--- config.mk ---
export PLATFORM = sky130hd
export DESIGN_NAME = reg_bank_mp_flat
export DESIGN_NICKNAME = d
export VERILOG_FILES = /design/src/rtl/reg_bank_mp_pkg.sv /design/src/rtl/reg_bank_mp_if.sv /design/src/rtl/reg_bank_mp_rf_read_port.sv /design/src/rtl/reg_bank_mp.sv /design/src/flat_wrapper.sv
export SDC_FILE = /design/constraint.sdc
export NUM_CORES = 2
export LEC_CHECK = 0
export CORE_ASPECT_RATIO = 0.5
export CORE_UTILIZATION = 45
export DETAILED_ROUTE_END_ITERATION = 6
export SYNTH_ARGS = -nofsm -noshare
export SYNTH_HDL_FRONTEND = slang
export SYNTH_HIERARCHICAL = 1
export SYNTH_SLANG_ARGS = --single-unit
export TNS_END_PERCENT = 20
--- constraint.sdc ---
create_clock -name clk -period 3 [get_ports clk]
set_clock_uncertainty 0.15 [all_clocks]
set_input_delay 0.45 -clock clk [delete_from_list [all_inputs] [get_ports clk]]
set_output_delay 0.45 -clock clk [all_outputs]
set_load 0.02 [all_outputs]
--- src/rtl/reg_bank_mp_pkg.sv ---
// risc_rf_pkg: shared defaults and types for the multi-port register bank.
//   RF_DW       default register data width
//   RF_NREG     default register count (power of 2)
//   RF_AW       default register address width
//   RF_DONE_REG default index of the register whose bit 0 flags completion
//   reg_t / raddr_t  register word and address types at the default sizes
package risc_rf_pkg;

  localparam int unsigned RF_DW       = 32;
  localparam int unsigned RF_NREG     = 32;
  localparam int unsigned RF_AW       = $clog2(RF_NREG);
  localparam int unsigned RF_DONE_REG = 30;

  typedef logic [RF_DW-1:0] reg_t;
  typedef logic [RF_AW-1:0] raddr_t;

endpackage

--- src/rtl/reg_bank_mp_if.sv ---
// reg_bank_mp_if: bus bundle of the register bank (everything except clk/reset).
//   rd_addr      packed read addresses, port i at [i*AW +: AW]
//   rd_data      packed read data, port i at [i*DW +: DW]
//   rd_busy      scoreboard bit of each addressed register
//   wa_*         write port A (ALU/EX)
//   wb_*         write port B (late load/MEM); wb_en also clears busy[wb_addr]
//   sb_set/addr  mark a register busy (load issued)
//   program_done sticky completion flag
// Modports: master (CPU side, drives addresses/writes), slave (register bank).
interface reg_bank_mp_if
  import risc_rf_pkg::*;
#(
  parameter int unsigned DW     = RF_DW,
  parameter int unsigned NREG   = RF_NREG,
  parameter int unsigned NUM_RD = 2
);
  localparam int unsigned AW = $clog2(NREG);

  logic [NUM_RD*AW-1:0] rd_addr;
  logic [NUM_RD*DW-1:0] rd_data;
  logic [NUM_RD-1:0]    rd_busy;
  logic                 wa_en;
  logic [AW-1:0]        wa_addr;
  logic [DW-1:0]        wa_data;
  logic                 wb_en;
  logic [AW-1:0]        wb_addr;
  logic [DW-1:0]        wb_data;
  logic                 sb_set;
  logic [AW-1:0]        sb_addr;
  logic                 program_done;

  modport master (
    output rd_addr, wa_en, wa_addr, wa_data, wb_en, wb_addr, wb_data,
           sb_set, sb_addr,
    input  rd_data, rd_busy, program_done
  );

  modport slave (
    input  rd_addr, wa_en, wa_addr, wa_data, wb_en, wb_addr, wb_data,
           sb_set, sb_addr,
    output rd_data, rd_busy, program_done
  );

endinterface

--- src/rtl/reg_bank_mp_rf_read_port.sv ---
// rf_read_port: one combinational read port of the register bank.
//   raddr        read address
//   stored_data  stored word of the addressed register (looked up by the top)
//   busy_vec     full scoreboard vector
//   wa_*/wb_*    write ports, used for same-cycle forwarding
//   sb_*         scoreboard set, used to keep busy visible on a set/clear clash
//   rd_data      read data
//   rd_busy      scoreboard bit of the addressed register
// Build option: REG_BYPASS_EN enables same-cycle write-to-read forwarding;
// without it the port returns stored state only.
module rf_read_port #(
  parameter int unsigned DW       = 32,
  parameter int unsigned NREG     = 32,
  parameter int unsigned AW       = $clog2(NREG),
  parameter int unsigned ZERO_REG = 1
) (
  input  logic [AW-1:0]   raddr,
  input  logic [DW-1:0]   stored_data,
  input  logic [NREG-1:0] busy_vec,
  input  logic            wa_en,
  input  logic [AW-1:0]   wa_addr,
  input  logic [DW-1:0]   wa_data,
  input  logic            wb_en,
  input  logic [AW-1:0]   wb_addr,
  input  logic [DW-1:0]   wb_data,
  input  logic            sb_set,
  input  logic [AW-1:0]   sb_addr,
  output logic [DW-1:0]   rd_data,
  output logic            rd_busy
);

  localparam bit ZERO_EN = (ZERO_REG != 0);

  always_comb begin
    rd_data = stored_data;
    rd_busy = busy_vec[raddr];
`ifdef REG_BYPASS_EN
    // B first so that A overrides it on a same-address dual write.
    if (wb_en && (wb_addr == raddr)) rd_data = wb_data;
    if (wa_en && (wa_addr == raddr)) rd_data = wa_data;
    // A same-cycle sb_set to this register wins over the clear.
    if (wb_en && (wb_addr == raddr) && !(sb_set && (sb_addr == raddr)))
      rd_busy = 1'b0;
`endif
    if (ZERO_EN && (raddr == '0)) begin
      rd_data = '0;
      rd_busy = 1'b0;
    end
  end

`ifndef REG_BYPASS_EN
  logic unused_bypass;
  assign unused_bypass = ^{wa_en, wa_addr, wa_data, wb_en, wb_addr, wb_data,
                           sb_set, sb_addr};
`endif

endmodule

--- src/rtl/reg_bank_mp.sv ---
// reg_bank_mp: parametrised multi-port CPU register file.
//   clk    clock, rising edge
//   reset  synchronous, active-high; clears registers, scoreboard and done flag
//   bus    reg_bank_mp_if.slave: NUM_RD async read ports (rd_addr/rd_data/
//          rd_busy), write ports A and B, scoreboard set, program_done
// Parameters: DW, NREG (power of 2), NUM_RD (1..4), ZERO_REG (1: r0 hardwired
// to zero), DONE_REG (register whose bit 0 signals completion).
// Build option: REG_BYPASS_EN adds same-cycle write-to-read forwarding in the
// read ports.
module reg_bank_mp
  import risc_rf_pkg::*;
#(
  parameter int unsigned DW       = RF_DW,
  parameter int unsigned NREG     = RF_NREG,
  parameter int unsigned NUM_RD   = 2,
  parameter int unsigned ZERO_REG = 1,
  parameter int unsigned DONE_REG = RF_DONE_REG
) (
  input logic         clk,
  input logic         reset,
  reg_bank_mp_if.slave bus
);

  localparam int unsigned AW       = $clog2(NREG);
  localparam bit          ZERO_EN  = (ZERO_REG != 0);
  localparam logic [AW-1:0] DONE_IDX = AW'(DONE_REG);

  logic [DW-1:0]   regs [NREG];
  logic [NREG-1:0] busy;
  logic            done_q;

  logic wa_ok;
  logic wb_ok;
  logic sb_ok;

  assign wa_ok = bus.wa_en  && !(ZERO_EN && (bus.wa_addr == '0));
  assign wb_ok = bus.wb_en  && !(ZERO_EN && (bus.wb_addr == '0));
  assign sb_ok = bus.sb_set && !(ZERO_EN && (bus.sb_addr == '0));

  always_ff @(posedge clk) begin
    if (reset) begin
      for (int unsigned i = 0; i < NREG; i++) regs[i] <= '0;
      busy   <= '0;
      done_q <= 1'b0;
    end else begin
      // B is written first so port A wins a same-address dual write.
      if (wb_ok) regs[bus.wb_addr] <= bus.wb_data;
      if (wa_ok) regs[bus.wa_addr] <= bus.wa_data;
      // Clear before set: a same-cycle set to the same register wins.
      if (bus.wb_en) busy[bus.wb_addr] <= 1'b0;
      if (sb_ok)     busy[bus.sb_addr] <= 1'b1;
      if (regs[DONE_IDX][0]) done_q <= 1'b1;
    end
  end

  assign bus.program_done = done_q;

  for (genvar g = 0; g < NUM_RD; g++) begin : g_rd
    logic [AW-1:0] raddr;
    logic [DW-1:0] rdata;
    logic          rbusy;

    assign raddr = bus.rd_addr[g*AW +: AW];

    rf_read_port #(
      .DW       (DW),
      .NREG     (NREG),
      .AW       (AW),
      .ZERO_REG (ZERO_REG)
    ) u_rd (
      .raddr       (raddr),
      .stored_data (regs[raddr]),
      .busy_vec    (busy),
      .wa_en       (bus.wa_en),
      .wa_addr     (bus.wa_addr),
      .wa_data     (bus.wa_data),
      .wb_en       (bus.wb_en),
      .wb_addr     (bus.wb_addr),
      .wb_data     (bus.wb_data),
      .sb_set      (bus.sb_set),
      .sb_addr     (bus.sb_addr),
      .rd_data     (rdata),
      .rd_busy     (rbusy)
    );

    assign bus.rd_data[g*DW +: DW] = rdata;
    assign bus.rd_busy[g]          = rbusy;
  end

endmodule

--- src/flat_wrapper.sv ---
// flat-port wrapper written by rule: the top's interface ports become plain ports
module reg_bank_mp_flat import risc_rf_pkg::*;
#(
  parameter int unsigned DW       = RF_DW,
  parameter int unsigned NREG     = RF_NREG,
  parameter int unsigned NUM_RD   = 2,
  parameter int unsigned ZERO_REG = 1,
  parameter int unsigned DONE_REG = RF_DONE_REG
)
  (clk, reset, bus_rd_addr, bus_wa_en, bus_wa_addr, bus_wa_data, bus_wb_en, bus_wb_addr, bus_wb_data, bus_sb_set, bus_sb_addr, bus_rd_data, bus_rd_busy, bus_program_done);
  reg_bank_mp_if #(.DW(DW), .NREG(NREG), .NUM_RD(NUM_RD)) bus_i ();
  input logic clk;
  input logic reset;
  input wire logic [$bits(bus_i.rd_addr)-1:0] bus_rd_addr;
  input wire logic [$bits(bus_i.wa_en)-1:0] bus_wa_en;
  input wire logic [$bits(bus_i.wa_addr)-1:0] bus_wa_addr;
  input wire logic [$bits(bus_i.wa_data)-1:0] bus_wa_data;
  input wire logic [$bits(bus_i.wb_en)-1:0] bus_wb_en;
  input wire logic [$bits(bus_i.wb_addr)-1:0] bus_wb_addr;
  input wire logic [$bits(bus_i.wb_data)-1:0] bus_wb_data;
  input wire logic [$bits(bus_i.sb_set)-1:0] bus_sb_set;
  input wire logic [$bits(bus_i.sb_addr)-1:0] bus_sb_addr;
  output wire logic [$bits(bus_i.rd_data)-1:0] bus_rd_data;
  output wire logic [$bits(bus_i.rd_busy)-1:0] bus_rd_busy;
  output wire logic [$bits(bus_i.program_done)-1:0] bus_program_done;
  assign bus_i.rd_addr = bus_rd_addr;
  assign bus_i.wa_en = bus_wa_en;
  assign bus_i.wa_addr = bus_wa_addr;
  assign bus_i.wa_data = bus_wa_data;
  assign bus_i.wb_en = bus_wb_en;
  assign bus_i.wb_addr = bus_wb_addr;
  assign bus_i.wb_data = bus_wb_data;
  assign bus_i.sb_set = bus_sb_set;
  assign bus_i.sb_addr = bus_sb_addr;
  assign bus_rd_data = bus_i.rd_data;
  assign bus_rd_busy = bus_i.rd_busy;
  assign bus_program_done = bus_i.program_done;
  reg_bank_mp #(.DW(DW), .NREG(NREG), .NUM_RD(NUM_RD), .ZERO_REG(ZERO_REG), .DONE_REG(DONE_REG)) u_core (.clk(clk), .reset(reset), .bus(bus_i));
endmodule
---- After elaboration in Yosys (flattened, before gate mapping) ----
Memories as Yosys holds them, arrays and structs flattened.
Index checks and enable logic that the tools add are counted.
cells by class
  $lt $le $gt $ge ......................... 6
  muxes and demuxes ....................... 29
  bitwise logic cells ..................... 3
  reduce and logical (&&, ||, !) cells .... 15
operators by type and width
  kind                count
  $mux 32             7
  $reduce_or 32->1    2
  $and 32x32->32      1
  $not 32->32         1
  $or 32x32->32       1
  $logic_not 5->1     5
  $lt 5x6->1 const B  4
  $mux 1              16
  $bmux 1 s5          2
  $demux 1 s5         2
  $ge 5x1->1 const B  2
  $mux 5              2
  $logic_and 1x1->1   5
  $logic_not 1->1     3
word-level totals
  bits in registers ....................... 33
  memory bits (writable) .................. 1024
  input bits .............................. 94
  word-level logic and storage cells ...... 56
  memories kept ........................... 1
memory list
  name         words  bits a word  rd ports  clocked after memory_dff  wr ports  RTL line           RTL
  u_core.regs  32     32           3         0                         32        reg_bank_mp.sv:28  logic [DW-1:0] regs [NREG];

---- Longest topological paths before layout ----
  depth after elaboration ................. 10
  depth in mapped cells ................... 9
  mapped depth without buffers ............ 6

---- Hierarchy ----
Netlist, hierarchy kept.
by module, submodules not included
  module        instances  cells an instance  area an instance (um2)  sequential area each (um2)
  reg_bank_mp   1          5052               60620.6                 31410.1
  rf_read_port  2          67                 555.5                   0.0

---- Least setup slack after synthesis ----
Ideal clock, no wire load.
  path kind ............................... input-to-reg
  start point ............................. input bus_wa_addr[2]
  end point ............................... memory u_core.regs[8][0] (enable)
  setup time .............................. 0.390 ns
  data arrival time ....................... 2.195 ns
  required time ........................... 2.460 ns
  path slack .............................. 0.265 ns
  stages .................................. 5
  path through ............................ buf_2 -> or3b_2 -> clkbuf_1 -> nor2_2 -> or3_1
RTL lines
  element             RTL line            RTL
  start: declaration  flat_wrapper.sv:16  input wire logic [$bits(bus_i.wa_addr)-1:0] bus_wa_addr;
  end: declaration    reg_bank_mp.sv:28

---- Final worst setup path ----
  start point ............................. input bus_rd_addr[1]
  end point ............................... output bus_rd_data[4]
between the ends
  cells in the longest elaborated chain, start to end .. 2
  elaborated cells on any way between the ends .. 3
  classes of those cells .................. mux: 1; reduce/logical: 1; memory: 1
RTL lines
  element                                                  RTL line                        RTL
  start: declaration                                       flat_wrapper.sv:14              input wire logic [$bits(bus_i.rd_addr)-1:0] bus_rd_addr;
  $mem_v2 32x32 / $logic_not 5->1 (equally long branches)  n/a
  $mux 32 (*)                                              reg_bank_mp_rf_read_port.sv:45  if (ZERO_EN && (raddr == '0)) begin
  end: declaration                                         flat_wrapper.sv:23              output wire logic [$bits(bus_i.rd_data)-1:0] bus_rd_data;
Mark *: on every way between the ends. The rest lies on a longest branch, timed or not.

==> reports/metrics.csv <==
metric;value;unit
nets;5636;
outcome;complete, but fails checks;
die-area;139000;um^2
rr_endpoint;u_core/bus.program_done;
holdPathEnd;u_core/regs[0][24];
hold_viol;0;
antenna_left;0;
numCtsBuffers;102;
syn_inst;5186;
startpoint_type;primary input;
post_drt_wl_per_cell;33.8;um
cts_tree;built;
cts_max_path_buffers;3;
synth_area_per_cell;11.9;um^2
synthesis.area;61700;um^2
crit_path_end_kind;output pin;
violations;design-rule violations, negative setup slack;
holdCritPathClass;in2reg;
power_density;481;nW/um^2
portBuffers;160;
cts.sinks;1057;
ir_drop;0.473;mV
clk_transition_reported_paths;0.07;ns
drv_slew;0;
synth_most_common_cell;a22o_1;
htreeDepth;3;
insertion_delay;0.73;ns
yosysTopAreaCell;edfxtp_1;
synth_edf_count;1024;
die_w;526;um
worst-slew-pin-transition;1.22;ns
antennaDiodeCount;0;
slowest_stage;buf_12;
vias;52000;
slowest_delay;0.24;ns
fin_tns_setup;-0.677;ns
fin_ws;-0.0672;ns
ys_ff_latch;1057;
drtIter0Drc;7350;
r2r_setup_slack;1.89;ns
fillCellCount;10700;
placedCellCount;7153;
grt_max_degree;71;
whs_path_depth;2;
first_pass_iters;7;
start_util;0.457;
dpl-instance-area;70800;um^2
cts_hold_buf;0;
maxCapViolCount;0;
synthTopCellsByArea;edfxtp_1, mux2i_1, a22o_1;
place.gp.congestion;0.965;
routed_via_density;7.01;
cp_max_fo;18;
grt.total_usage;0.344;
r2r-start;u_core/regs[30][0];
seq_area_frac_synth;0.509;
yosysWarnings;6;
leakagePower;0.0300;uW
path_delay_family;buffers and inverters;
grt.overflow.total;0;
worstPathCellList;buf_12, buf_12, buf_6, buf_12, buf_4, mux2i_1, a21oi_1, nand3_1, nand3_2, nor2b_1, buf_4;
routed_wl;251;mm
antenna_found_initial;5;
critPathBufInv;6;
design_area;77400;um^2
critPathKind;in2out;
synth_common_cells;a22o_1, mux2i_1, edfxtp_1;
ff2ff_path_depth;2;
fmax;0.326;GHz
crit_required;2.40;ns
die_h;264;um
setup_viol;25;
cts-root-buf;clkbuf_16;
synth.distinct_cells;46;
path_common_cell;buf_12;
grt_pass1_wl;351;mm
fin_crit;3.07;ns
ioPinCount;161;
grt_pass1_vias;51100;
max_slew_margin;0.185;
period_share;1.02;
min_from;reset;
ys_async_sr_fraction;0;
worstPathArrival;2.47;ns
synth_top_area_frac;0.498;
rows;95;
hpwl;156;mm
rsz0062_at_grt;yes;
report.power.total;37200;uW
fin_cells;7420;
drc;11;
syn_to_final_growth;25.3;%
core_area;135000;um^2
synthFlopType;edfxtp_1;
drive_above_1_share;0.230;
-- flip-flops by register name, summed over array words and instances, names as in the netlist --
register / cells
u_core/busy: 32
u_core/regs: 1024
u_core/bus.program_done: 1
-- worst register-to-register path, cell delays in order (launching register included) --
cell      delay, ns
edfxtp_1       0.59
nor2_1         0.17
nor2_1         0.05
-- metrics by stage --
step	hold slack [ns]	setup WS [ns]	utilization
final	0.237	-0.0672	0.572
after global routing	0.241	-0.0785	0.572
after CTS	0.220	-0.371	0.563
after detailed placement	0.321	-1.10	0.524
after global placement	0.319	-1.11	0.524
after floorplan	0.307	0.265	-
-- power by group --
| group | leakage [uW] | total (uW) | switching, uW | internal [uW] |
|---|---|---|---|---|
| combinational | 0.0184 | 6650 | 3930 | 2720 |
| clock | 0.00155 | 13000 | 6060 | 6950 |
| sequential | 0.0100 | 17500 | 488 | 17100 |
-- layer usage --
metal  routed length (um)  part of all wire  track usage  up-vias
li1                     -                 -            -    21400
met1                99500              0.40        0.474    26100
met2               110000              0.44        0.525     3788
met3                30000              0.12       0.0710      686
met4                11500             0.046        0.150        6
met5                   37           0.00015            0        -
-- placed cells by master, fill, tap and decap left out, types with 10 or more instances in the layout --
cell and instances:
a22o_1 1110, a31oi_4 30, buf_6 63, nor2b_1 40
a21oi_2 10, nor3_4 53, nand3_2 43, clkbuf_1 21
mux2i_1 1018, edfxtp_1 1024, a31oi_2 15, or3_2 30
a22oi_2 11, buf_2 17, nand3_1 148, clkdlybuf4s50_1 83
nor3_1 15, a31oi_1 19, clkinv_2 19, clkbuf_16 115
a22oi_1 181, clkinv_1 27, buf_4 466, dfxtp_1 33
nor2_1 45, nor2_4 32, nor2b_4 26, conb_1 32
o21ai_0 33, buf_16 23, nor3_2 34, nand2_1 235
a22o_4 10, mux2i_2 10, buf_12 207, a21oi_1 213
-- kinds of logic (layout without fill, tap and decap cells) --
logic type | count (synthesis) | after routing | share of synthesized area
AND/OR/NAND/NOR | 762 | 763 | 0.0622
flip-flops | 1057 | 1057 | 0.509
AO/OA/AOI/OAI | 1642 | 1642 | 0.211
multiplexers | 1046 | 1046 | 0.172
buffers and inverters | 678 | 1086 | 0.0456
other | 1 | 32 | 0.0000607
-- worst max path at each step --
stage / start / endpoint / slack [ns] / depth (start not counted)
5_1_grt: u_core/regs[2][15] / bus_rd_data[15] / -0.08 / 9
3_3_place_gp: bus_rd_addr[5] / bus_rd_data[58] / -1.11 / 12
3_5_place_dp: bus_rd_addr[5] / bus_rd_data[58] / -1.10 / 12
6_report: bus_rd_addr[1] / bus_rd_data[4] / -0.07 / 11
2_1_floorplan: bus_wa_addr[2] / u_core/regs[8][0] / 0.26 / 5
4_1_cts: u_core/regs[2][30] / bus_rd_data[62] / -0.37 / 9
-- timing repair --
action | CTS | global route
endpoints found under the setup margin | 66 | 64
pin swaps | 54 | 75
gates cloned | 20 | 10
resized for setup | 500 | 260
buffers inserted | 44 | 24
-- final cells by class --
type / count / area [um^2] / share of cell area
Inverter: 3 / 11.3 / 0.000146
Multi-Input combinational cell: 3483 / 29900 / 0.386
Clock inverter: 61 / 457 / 0.00590
Sequential cell: 1057 / 31400 / 0.406
Timing Repair Buffer: 895 / 10600 / 0.137
Tap cell: 1794 / 2240 / 0.0290
Clock buffer: 127 / 2730 / 0.0353
Power figures use the tool's default switching activity.
